==> src/rtl/lc3_mem_arbiter.sv <==
// Two-requester (fetch/data) arbiter onto a single LC-3 memory port; data wins ties unless LC3_ARB_RR_EN alternates them.
// Latency: ack WAIT_CYCLES+1 clocks after the IDLE sampling edge; one transaction per WAIT_CYCLES+3 cycles at best.
// Backpressure: requests are levels held until ack; anything not granted simply waits in IDLE.
module lc3_mem_arbiter #(
    parameter int WAIT_CYCLES = 1
) (
    input  logic        clk_i,
    input  logic        rst_ni,
    input  logic        f_req_i,
    input  logic [15:0] f_addr_i,
    output logic        f_ack_o,
    output logic [15:0] f_rdata_o,
    input  logic        d_req_i,
    input  logic        d_we_i,
    input  logic [15:0] d_addr_i,
    input  logic [15:0] d_wdata_i,
    output logic        d_ack_o,
    output logic [15:0] d_rdata_o,
    output logic        mem_en_o,
    output logic        mem_we_o,
    output logic [15:0] mem_addr_o,
    output logic [15:0] mem_wdata_o,
    input  logic [15:0] mem_rdata_i,
    output logic        busy_o,
    output logic        owner_o
);

    typedef enum logic [1:0] {
        IDLE   = 2'd0,
        ACCESS = 2'd1,
        DONE   = 2'd2
    } state_t;

    localparam logic [3:0] WAIT_INIT = 4'(WAIT_CYCLES);

    state_t      state_q, state_d;
    logic [3:0]  cnt_q, cnt_d;
    logic        owner_q, owner_d;
    logic        we_q, we_d;
    logic [15:0] addr_q, addr_d;
    logic [15:0] wdata_q, wdata_d;
    logic [15:0] f_rdata_q, f_rdata_d;
    logic [15:0] d_rdata_q, d_rdata_d;
    logic        pick_data;

`ifdef LC3_ARB_RR_EN
    // rr_q set means data wins the next contested grant
    logic rr_q, rr_d;

    always_comb begin
        pick_data = d_req_i && (!f_req_i || rr_q);
        rr_d      = rr_q;
        if (state_q == IDLE && f_req_i && d_req_i) begin
            rr_d = ~rr_q;
        end
    end

    always_ff @(posedge clk_i or negedge rst_ni) begin
        if (!rst_ni) begin
            rr_q <= 1'b1;
        end else begin
            rr_q <= rr_d;
        end
    end
`else
    always_comb begin
        pick_data = d_req_i;
    end
`endif

    always_comb begin
        state_d   = state_q;
        cnt_d     = cnt_q;
        owner_d   = owner_q;
        we_d      = we_q;
        addr_d    = addr_q;
        wdata_d   = wdata_q;
        f_rdata_d = f_rdata_q;
        d_rdata_d = d_rdata_q;
        case (state_q)
            IDLE: begin
                if (f_req_i || d_req_i) begin
                    owner_d = pick_data;
                    we_d    = pick_data && d_we_i;
                    addr_d  = pick_data ? d_addr_i : f_addr_i;
                    wdata_d = pick_data ? d_wdata_i : wdata_q;
                    cnt_d   = WAIT_INIT;
                    state_d = ACCESS;
                end
            end
            ACCESS: begin
                if (cnt_q != 4'd0) begin
                    cnt_d = cnt_q - 4'd1;
                end else begin
                    state_d = DONE;
                    if (!we_q) begin
                        if (owner_q) begin
                            d_rdata_d = mem_rdata_i;
                        end else begin
                            f_rdata_d = mem_rdata_i;
                        end
                    end
                end
            end
            DONE: begin
                state_d = IDLE;
            end
            default: begin
                state_d = IDLE;
            end
        endcase
    end

    always_ff @(posedge clk_i or negedge rst_ni) begin
        if (!rst_ni) begin
            state_q   <= IDLE;
            cnt_q     <= 4'd0;
            owner_q   <= 1'b0;
            we_q      <= 1'b0;
            addr_q    <= 16'h0000;
            wdata_q   <= 16'h0000;
            f_rdata_q <= 16'h0000;
            d_rdata_q <= 16'h0000;
        end else begin
            state_q   <= state_d;
            cnt_q     <= cnt_d;
            owner_q   <= owner_d;
            we_q      <= we_d;
            addr_q    <= addr_d;
            wdata_q   <= wdata_d;
            f_rdata_q <= f_rdata_d;
            d_rdata_q <= d_rdata_d;
        end
    end

    assign mem_en_o    = (state_q == ACCESS);
    assign mem_we_o    = (state_q == ACCESS) && we_q;
    assign mem_addr_o  = addr_q;
    assign mem_wdata_o = wdata_q;
    assign f_ack_o     = (state_q == DONE) && !owner_q;
    assign d_ack_o     = (state_q == DONE) && owner_q;
    assign f_rdata_o   = f_rdata_q;
    assign d_rdata_o   = d_rdata_q;
    assign busy_o      = (state_q != IDLE);
    assign owner_o     = owner_q;

endmodule
==> config.mk <==
export PLATFORM = sky130hd
export DESIGN_NAME = lc3_mem_arbiter
export DESIGN_NICKNAME = d
export VERILOG_FILES = /design/src/rtl/lc3_mem_arbiter.sv
export SDC_FILE = /design/constraint.sdc
export NUM_CORES = 1
export LEC_CHECK = 0
export CORE_UTILIZATION = 45
export CTS_BUF_LIST = sky130_fd_sc_hd__clkbuf_4 sky130_fd_sc_hd__clkbuf_8
export DETAILED_ROUTE_END_ITERATION = 16
export DONT_BUFFER_PORTS = 1
export GPL_ROUTABILITY_DRIVEN = 0
export PLACE_DENSITY_LB_ADDON = 0.08
export SYNTH_ARGS = -nofsm -noshare
export SYNTH_HDL_FRONTEND = slang
export SYNTH_SLANG_ARGS = --single-unit
==> constraint.sdc <==
create_clock -name clk_i -period 6.6 [get_ports clk_i]
set_clock_uncertainty 0.15 [all_clocks]
set_input_delay 1.98 -clock clk_i [delete_from_list [all_inputs] [get_ports clk_i]]
set_output_delay 1.98 -clock clk_i [all_outputs]
set_load 0.02 [all_outputs]
==> metrics.csv, run 1 <==
stage;metric;value;unit
yosys;ys_dominant_reg_cell;dfrtp_1;
sta;finalMaxSlewViolations;0;
setup_path;setup.worst_path.class;reg2out;
floorplanning;floorplan.die_area;7090;um^2
final_layout;drive_above_1_share;0.335;
routing;wire_per_inst;20.3;um
sta;period_share;0.552;
sta;rsz_0062_raised_after_global_routing;no;
placement;buffers_added_on_ports;0;
yosys;syn-instance-count;218;
yosys;netlist_area;3040;um^2
min_path;timing.hold.worst_endpoint;cnt_q[1];
clock_tree;cts.clk_slew.worst_paths;70;ps
grt;number_of_global_route_vias_before_repair;1869;
setup_path;critPathRequiredTime;4470;ps
final_layout;nets;286;
yosys;post_synth_main_area_contributors;dfrtp_1, mux2_2, mux2i_1;
yosys;synth.most_common_cell;dfrtp_1;
sta;worst-slew-pin-transition;930;ps
floorplanning;core_area;6420;um^2
routing;route.detailed.vias_per_inst;5.86;
setup_path;regToRegSetupSlack;3900;ps
yosys;netlist-cell-type-count;31;
setup_path;slowest_stage;dfrtp_1;
grt;global_route.usage.total;0.176;
setup_path;cpPeakStageDelay;420;ps
yosys;post_synth.cell_area_avg;13.9;um^2
min_path;worstHoldPathType;reg2reg;
pwr;powerDensity;587;nW/um^2
run_status;status;finished, violations left;
routing;routed-via-count;1746;
yosys;synthTopCellsByCount;dfrtp_1, mux2_2, a21oi_1, a31oi_1, mux2i_1;
yosys;synth_largest_area_cell;dfrtp_1;
routing;totalWireLength;6050;um
clock_tree;cts.repair.resized;0;
sta;clock.fmax;274;MHz
final_layout;antenna-diode-count;0;
sta;period_needed;3640;ps
grt;grt_pass1_wl;9610;um
setup_path;worst-path-max-fanout;6;
clock_tree;insertion_delay;330;ps
yosys;synth_top_cell_area_share;0.593;
setup_path;crit_path_start_kind;flip-flop;
floorplanning;starting_density_of_the_core;0.473;
final_layout;stdcell_area;3300;um^2
clock_tree;ctsRootBufferMaster;clkbuf_8;
setup_path;critical_path_cell_by_cell;nand2b_4 -> inv_1 -> and2_1;
final_layout;multiInputGateArea;1140;um^2
clock_tree;hold_buffers;0;
final_layout;area.sequential;1800;um^2
clock_tree;cts-htree-levels;3;
job;maximum_capacitance_violations;0;
floorplanning;number_of_placement_rows;29;
setup_path;worstReg2RegEnd;d_rdata_o[5];
final_layout;area_growth_syn_to_layout;8.60;%
yosys;synth.net_count;288;
yosys;synth_edf_count;0;
sta;timing_hold_violations_final;0;
sta;final-setup-viol-count;0;
setup_path;worst_path_arrival;1510;ps
pwr;ir_drop;0.319;mV
yosys;synth_seq_area_share;0.593;
final_layout;fillCellCount;541;
floorplanning;ios;139;
setup_path;reg2reg_depth;5;
floorplanning;die_height;84.2;um
clock_tree;clk_path_buf_depth;2;
run_status;violations;design-rule violations;
yosys;synth.yosys.warnings;0;
grt;globalRoute.totalOverflow;0;
placement;placed_cell_area;3070;um^2
placement;detailedPlacementHpwl;4200;um
floorplanning;die_width;84.2;um
routing;drtPass1Iterations;12;
setup_path;r2r_start;cnt_q[0];
clock_tree;cts_post_setup_buffers_inserted;0;
routing;drt_first_iter_violations;77;
setup_path;worst_setup_path_end_kind;output port;
sta;setup-tns-final;0;ps
grt;grt_antenna_before_repair;0;
pwr;power.static_leakage;0.00146;uW
min_path;timing.hold.worst.start;cnt_q[1];
routing;drcViolationCount;16;
clock_tree;cts_buffers;9;
yosys;postSynthRegisterBits;72;
min_path;cell_depth_of_the_worst_min_delay_path;1;
yosys;asyncSetResetFlopFracSynth;1.00;
clock_tree;cts.sinks;72;
grt;pin_count_of_the_biggest_net_entering_global_routing;73;
routing;detail-route-antenna-nets;0;
clock_tree;cts_tree;yes;
sta;timing.slew.headroom;0.377;
-- cell families after synthesis --
family | count (synthesis) | share of synthesized area
DFF | 72 | 0.593
AOI/OAI and AO/OA | 40 | 0.0778
buffers and inverters | 19 | 0.0325
muxes | 64 | 0.243
adders and majority gates | 1 | 0.00412
and+or+nand+nor | 22 | 0.0498
-- metal layers --
layer / GRT usage / part of all wire / vias up
met3: 0.0501 / 0.085 / 7
met1: 0.207 / 0.39 / 867
met5: 0 / 0 / -
met4: 0.0705 / 0.0093 / 0
li1: - / - / 786
met2: 0.306 / 0.52 / 86
-- sequential cells by signal, summed over array words and instances (netlist names) --
signal and flops:
mem_wdata_o 16, cnt_q 4, we_q 1, owner_o 1, f_rdata_o 16, mem_addr_o 16
d_rdata_o 16, state_q 2
-- how the worst max path moves through the flow --
| stage | slack [ps] | from | cells after the start | end |
|---|---|---|---|---|
| 2_1_floorplan | 3100 | d_req_i | 5 | mem_wdata_o[10] |
| 4_1_cts | 2960 | state_q[1] | 3 | mem_we_o |
| 3_5_place_dp | 3270 | d_req_i | 2 | mem_wdata_o[11] |
| 3_3_place_gp | 3330 | d_req_i | 2 | mem_wdata_o[15] |
| 5_1_grt | 2880 | state_q[1] | 3 | mem_we_o |
| 6_report | 2960 | state_q[1] | 3 | mem_we_o |
-- cell usage in the layout (no fill, tap or decap), types with 2 or more instances in the layout --
master,count
and2_1,2
bufinv_16,2
inv_1,5
mux2_4,10
clkbuf_8,11
mux2_2,38
a21oi_1,17
nand2_1,4
nand4b_1,2
nor3_1,2
a31o_2,2
a31oi_1,16
mux2i_1,16
dfrtp_1,72
or2_2,2
o21ai_0,2
nor3b_1,2
-- worst max-delay path, delay by kind of cell (launching register included) --
kind,cells,cell delay (ps)
simple gates,2,500
buf+inv,1,270
flops,1,420
-- per-stage QoR --
stage	setup slack (ps)	power, uW	cells	utilization	hold slack [ps]
floorplan	3100	1450	218	-	347
global placement	3330	1530	282	0.477	370
detailed placement	3270	1560	282	0.477	379
CTS	2960	1960	298	0.514	403
global route	2880	2050	298	0.514	419
finish	2960	1940	298	0.514	410
-- report_power, final --
part	switching [uW]	internal, uW
Clock	153	238
Combinational	206	255
Sequential	423	662
Total	782	1160
-- cell type report --
cell class,count,area share
Clock buffer,12,0.0481
Clock inverter,4,0.0231
Inverter,5,0.00569
Multi-Input combinational cell,127,0.346
Sequential cell,72,0.546
Tap cell,77,0.0292
Timing Repair Buffer,1,0.00227
Note: power is estimated with default switching activity, not from simulation.
==> run 2, diff against run 1 <==
clock period = 3.35 ns   (was 6.6 ns; I/O delays follow)
==> metrics.csv, run 2 (same netlist as run 1, synthesis figures left out) <==
stage;metric;value;unit
run_status;status;finished, violations left;
run_status;violations;design-rule violations;
clock_tree;clk_path_buf_depth;2;
sta;period_share;0.803;
sta;rsz_0062_raised_after_global_routing;no;
pwr;ir_drop;0.439;mV
final_layout;fillCellCount;545;
floorplanning;core_area;6420;um^2
setup_path;critPathRequiredTime;2190;ps
grt;globalRoute.totalOverflow;0;
clock_tree;cts_buffers;9;
setup_path;cpPeakStageDelay;430;ps
grt;pin_count_of_the_biggest_net_entering_global_routing;73;
setup_path;critical-path-top-delay-family;simple AND/OR/NAND/NOR gates;
setup_path;critical_path_cell_by_cell;nand2b_4 -> inv_1 -> and2_1;
setup_path;setup.worst_path.class;reg2out;
job;maximum_capacitance_violations;0;
grt;global_route.usage.total;0.182;
clock_tree;insertion_delay;340;ps
final_layout;nets;287;
routing;routed-via-count;1749;
grt;grt_pass1_wl;9830;um
placement;dp_cells;283;
floorplanning;floorplan.die_area;7090;um^2
sta;final-setup-viol-count;0;
routing;totalWireLength;6050;um
clock_tree;cts.sinks;72;
placement;preCtsSetupSlack;996;ps
final_layout;drive_above_1_share;0.338;
grt;grt_antenna_before_repair;0;
sta;setup-tns-final;0;ps
routing;drcViolationCount;16;
floorplanning;die_width;84.2;um
placement;detailedPlacementHpwl;4200;um
clock_tree;cts.repair.resized;0;
final_layout;fin_util;0.510;
sta;clock.fmax;372;MHz
setup_path;slowest_stage;dfrtp_1;
sta;finalMaxSlewViolations;0;
clock_tree;hold_buffers;0;
clock_tree;cts.clk_slew.worst_paths;80;ps
final_layout;final_common_cell;dfrtp_1;
routing;wire_per_inst;20.2;um
final_layout;post_layout_nonfiller_instances;299;
sta;timing.slew.headroom;0.481;
routing;drtPass1Iterations;10;
setup_path;worst_path_arrival;1530;ps
routing;route.detailed.vias_per_inst;5.85;
clock_tree;cts_tree;yes;
sta;period_needed;2690;ps
routing;drt_first_iter_violations;66;
clock_tree;cts-htree-levels;3;
floorplanning;number_of_placement_rows;29;
sta;worst-slew-pin-transition;779;ps
setup_path;crit_path_start_kind;flip-flop;
setup_path;worst-path-max-fanout;6;
floorplanning;ios;139;
floorplanning;die_height;84.2;um
pwr;powerDensity;1140;nW/um^2
grt;number_of_global_route_vias_before_repair;1882;
sta;timing_hold_violations_final;0;
setup_path;worst-path-buf-inv;1;
clock_tree;cts_post_setup_buffers_inserted;0;
placement;buffers_added_on_ports;0;
pwr;power.static_leakage;0.00145;uW
floorplanning;starting_density_of_the_core;0.473;
clock_tree;ctsRootBufferMaster;clkbuf_8;
sta;post-route-worst-setup-slack;660;ps
final_layout;area_growth_syn_to_layout;7.74;%
final_layout;antenna-diode-count;0;
setup_path;worst_setup_path_end_kind;output port;
routing;detail-route-antenna-nets;0;
final_layout;mostFrequentLayoutCells;dfrtp_1, mux2_2, a21oi_1, mux2i_1, a31oi_1;
min_path;worstHoldPathType;in2async;
run 2: changes by cell type in the layout (fill, tap and decap cells not counted), sizes merged:
cell and change:
clkinv +2, clkbuf -1, bufinv -1, buf +1
run 2: cell type report:
cell class / instances / area (um^2) / area share
Clock buffer: 11 / 145 / 0.0443
Clock inverter: 5 / 56.3 / 0.0172
Inverter: 5 / 18.8 / 0.00573
Multi-Input combinational cell: 127 / 1140 / 0.348
Sequential cell: 72 / 1800 / 0.550
Tap cell: 77 / 96.3 / 0.0294
Timing Repair Buffer: 2 / 15.0 / 0.00459
run 2: path summary, 6_finish.rpt:
kind	from	to	slack [ps]	cells after the start
max in group asynchronous	rst_ni	mem_addr_o[6]	2740	0
min in group clk_i	cnt_q[1]	cnt_q[1]	390	1
worst min-delay path	rst_ni	mem_addr_o[3]	200	0
worst min register to register	cnt_q[1]	cnt_q[1]	390	1
worst max register to register	cnt_q[0]	f_rdata_o[8]	1020	5
worst max-delay path	state_q[1]	mem_we_o	660	3
run 2: stage by stage:
stage	cell area, um^2	hold slack, ps	power (uW)
5_1_grt	3270	181	3950
4_1_cts	3270	184	3770
3_3_place_gp	3070	383	3010
3_5_place_dp	3070	373	3080
6_report	3270	200	3740
2_1_floorplan	3040	347	2850
run 2: report_power, final:
group / switching (uW) / total (uW) / internal [uW]
sequential: 841 / 2150 / 1300
clock: 314 / 685 / 371
combinational: 402 / 907 / 505
total: 1560 / 3740 / 2180
run 2: metal layers:
layer  vias up  track usage  routed length, um
met2        96        0.311               3010
met4         0        0.100                134
met3        11       0.0590                569
met1       857        0.202               2340
met5         -            0                  0
li1        785            -                  -
==> run 3, diff against run 2 <==
clock period = 2.6 ns   (was 3.35 ns; I/O delays follow)
==> metrics.csv, run 3 (same netlist as run 1, synthesis figures left out) <==
stage;metric;value;unit
pwr;power.static_leakage;0.00148;uW
pwr;power_frac_comb;0.238;
pwr;total_switching_power;2020;uW
pwr;seq_power_share;0.549;
final_layout;area_growth_syn_to_layout;9.96;%
floorplanning;ios;139;
sta;period_share;0.889;
sta;clock.fmax;433;MHz
clock_tree;insertion_delay;330;ps
floorplanning;die_width;84.2;um
pwr;clockPowerShare;0.213;
setup_path;reg2reg_depth;5;
pwr;switching_power_as_a_share_of_total_power;0.402;
sta;setup-tns-final;0;ps
sta;timing_hold_violations_final;38;
clock_tree;cts.sinks;72;
setup_path;crit_path_start_kind;flip-flop;
clock_tree;cts-htree-levels;3;
routing;totalWireLength;5940;um
grt;number_of_global_route_vias_before_repair;1885;
final_layout;final_common_cell;dfrtp_1;
pwr;power_report.internal_total;3010;uW
final_layout;multiInputGateArea;1140;um^2
clock_tree;clk_path_buf_depth;2;
job;maximum_capacitance_violations;0;
routing;drt_first_iter_violations;77;
routing;wire_per_inst;19.7;um
final_layout;area.sequential;1800;um^2
sta;finalMaxSlewViolations;0;
pwr;ir_drop;0.750;mV
setup_path;worst_setup_path_end_kind;flip-flop;
run_status;violations;design-rule violations, negative hold slack;
sta;whs;-15.4;ps
grt;pin_count_of_the_biggest_net_entering_global_routing;73;
final_layout;nets;290;
routing;drcViolationCount;16;
sta;rsz_0062_raised_after_global_routing;no;
routing;route.detailed.vias_per_inst;5.82;
routing;drtPass1Iterations;10;
grt;global_route.usage.total;0.175;
placement;buffers_added_on_ports;0;
placement;detailedPlacementHpwl;4250;um
grt;grt_antenna_before_repair;0;
setup_path;r2r_start;cnt_q[0];
min_path;worstHoldPathType;in2async;
clock_tree;cts_buffers;9;
clock_tree;cts.clk_slew.worst_paths;80;ps
sta;worst-slew-pin-transition;563;ps
floorplanning;core_area;6420;um^2
pwr;powerDensity;1500;nW/um^2
clock_tree;ctsRootBufferMaster;clkbuf_8;
floorplanning;starting_density_of_the_core;0.473;
final_layout;mostFrequentLayoutCells;dfrtp_1, mux2_2, a21oi_1, mux2i_1, a31oi_1;
final_layout;antenna-diode-count;0;
setup_path;crit_start;cnt_q[0];
grt;grt_pass1_wl;9510;um
sta;timing.slew.headroom;0.624;
final_layout;drive_above_1_share;0.347;
clock_tree;cts_tree;yes;
setup_path;setup.worst_path.class;reg2reg;
clock_tree;cts.repair.resized;0;
setup_path;worst-path-max-fanout;16;
pwr;total_power;5020;uW
routing;routed-via-count;1758;
sta;period_needed;2310;ps
sta;final-setup-viol-count;0;
routing;detail-route-antenna-nets;0;
grt;globalRoute.totalOverflow;0;
final_layout;fillCellCount;560;
floorplanning;number_of_placement_rows;29;
floorplanning;die_height;84.2;um
run_status;status;finished, violations left;
setup_path;worst_path_arrival;2380;ps
floorplanning;floorplan.die_area;7090;um^2
setup_path;critPathRequiredTime;2670;ps
run 3: layout make-up:
type / count / share of cell area
Tap cell: 77 / 0.0288
Multi-Input combinational cell: 127 / 0.341
Clock buffer: 10 / 0.0393
Inverter: 5 / 0.00562
Sequential cell: 72 / 0.539
Timing Repair Buffer: 5 / 0.0112
Clock inverter: 6 / 0.0344
run 3: stage by stage:
stage / utilization / instances / worst slack (ps) / cell area, um^2
2_1_floorplan: - / 218 / 303 / 3040
3_3_place_gp: 0.482 / 286 / 358 / 3100
3_5_place_dp: 0.482 / 286 / 288 / 3100
4_1_cts: 0.520 / 302 / 286 / 3340
5_1_grt: 0.520 / 302 / 240 / 3340
6_report: 0.520 / 302 / 289 / 3340
run 3: path summary, 6_finish.rpt:
kind / to / slack (ps)
max: f_rdata_o[3] / 290
min: d_rdata_o[10] / -20
max reg2reg: f_rdata_o[3] / 290
min reg2reg: cnt_q[1] / 400
max in group asynchronous: mem_addr_o[1] / 2180
min in group clk_i: cnt_q[1] / 400
run 3: power groups by stage:
| stage | logic, uW | clock network [uW] | registers [uW] |
|---|---|---|---|
| finish | 1200 | 1070 | 2760 |
| global route | 1330 | 1150 | 2820 |
| CTS | 1210 | 1100 | 2770 |
| detailed placement | 1210 | 0 | 2780 |
| global placement | 1140 | 0 | 2770 |
| floorplan | 1040 | 0 | 2630 |
run 3: repair_timing:
action                                  in CTS  in global routing
buffers inserted                             0                  0
endpoints found under the hold margin       72                 72
endpoints found under the setup margin       0                  0
run 3: layer usage:
metal,track usage,share of wire,vias up
met3,0.0521,0.086,12
met4,0.0815,0.019,0
met2,0.302,0.52,89
met5,0,0,-
met1,0.200,0.38,867
li1,-,-,790
run 3: critical path, cell delays in order (launching register included):
cell     delay, ps
dfrtp_1        390
inv_1           80
ha_1           220
or3b_4         410
or4_4          590
mux2_4         350
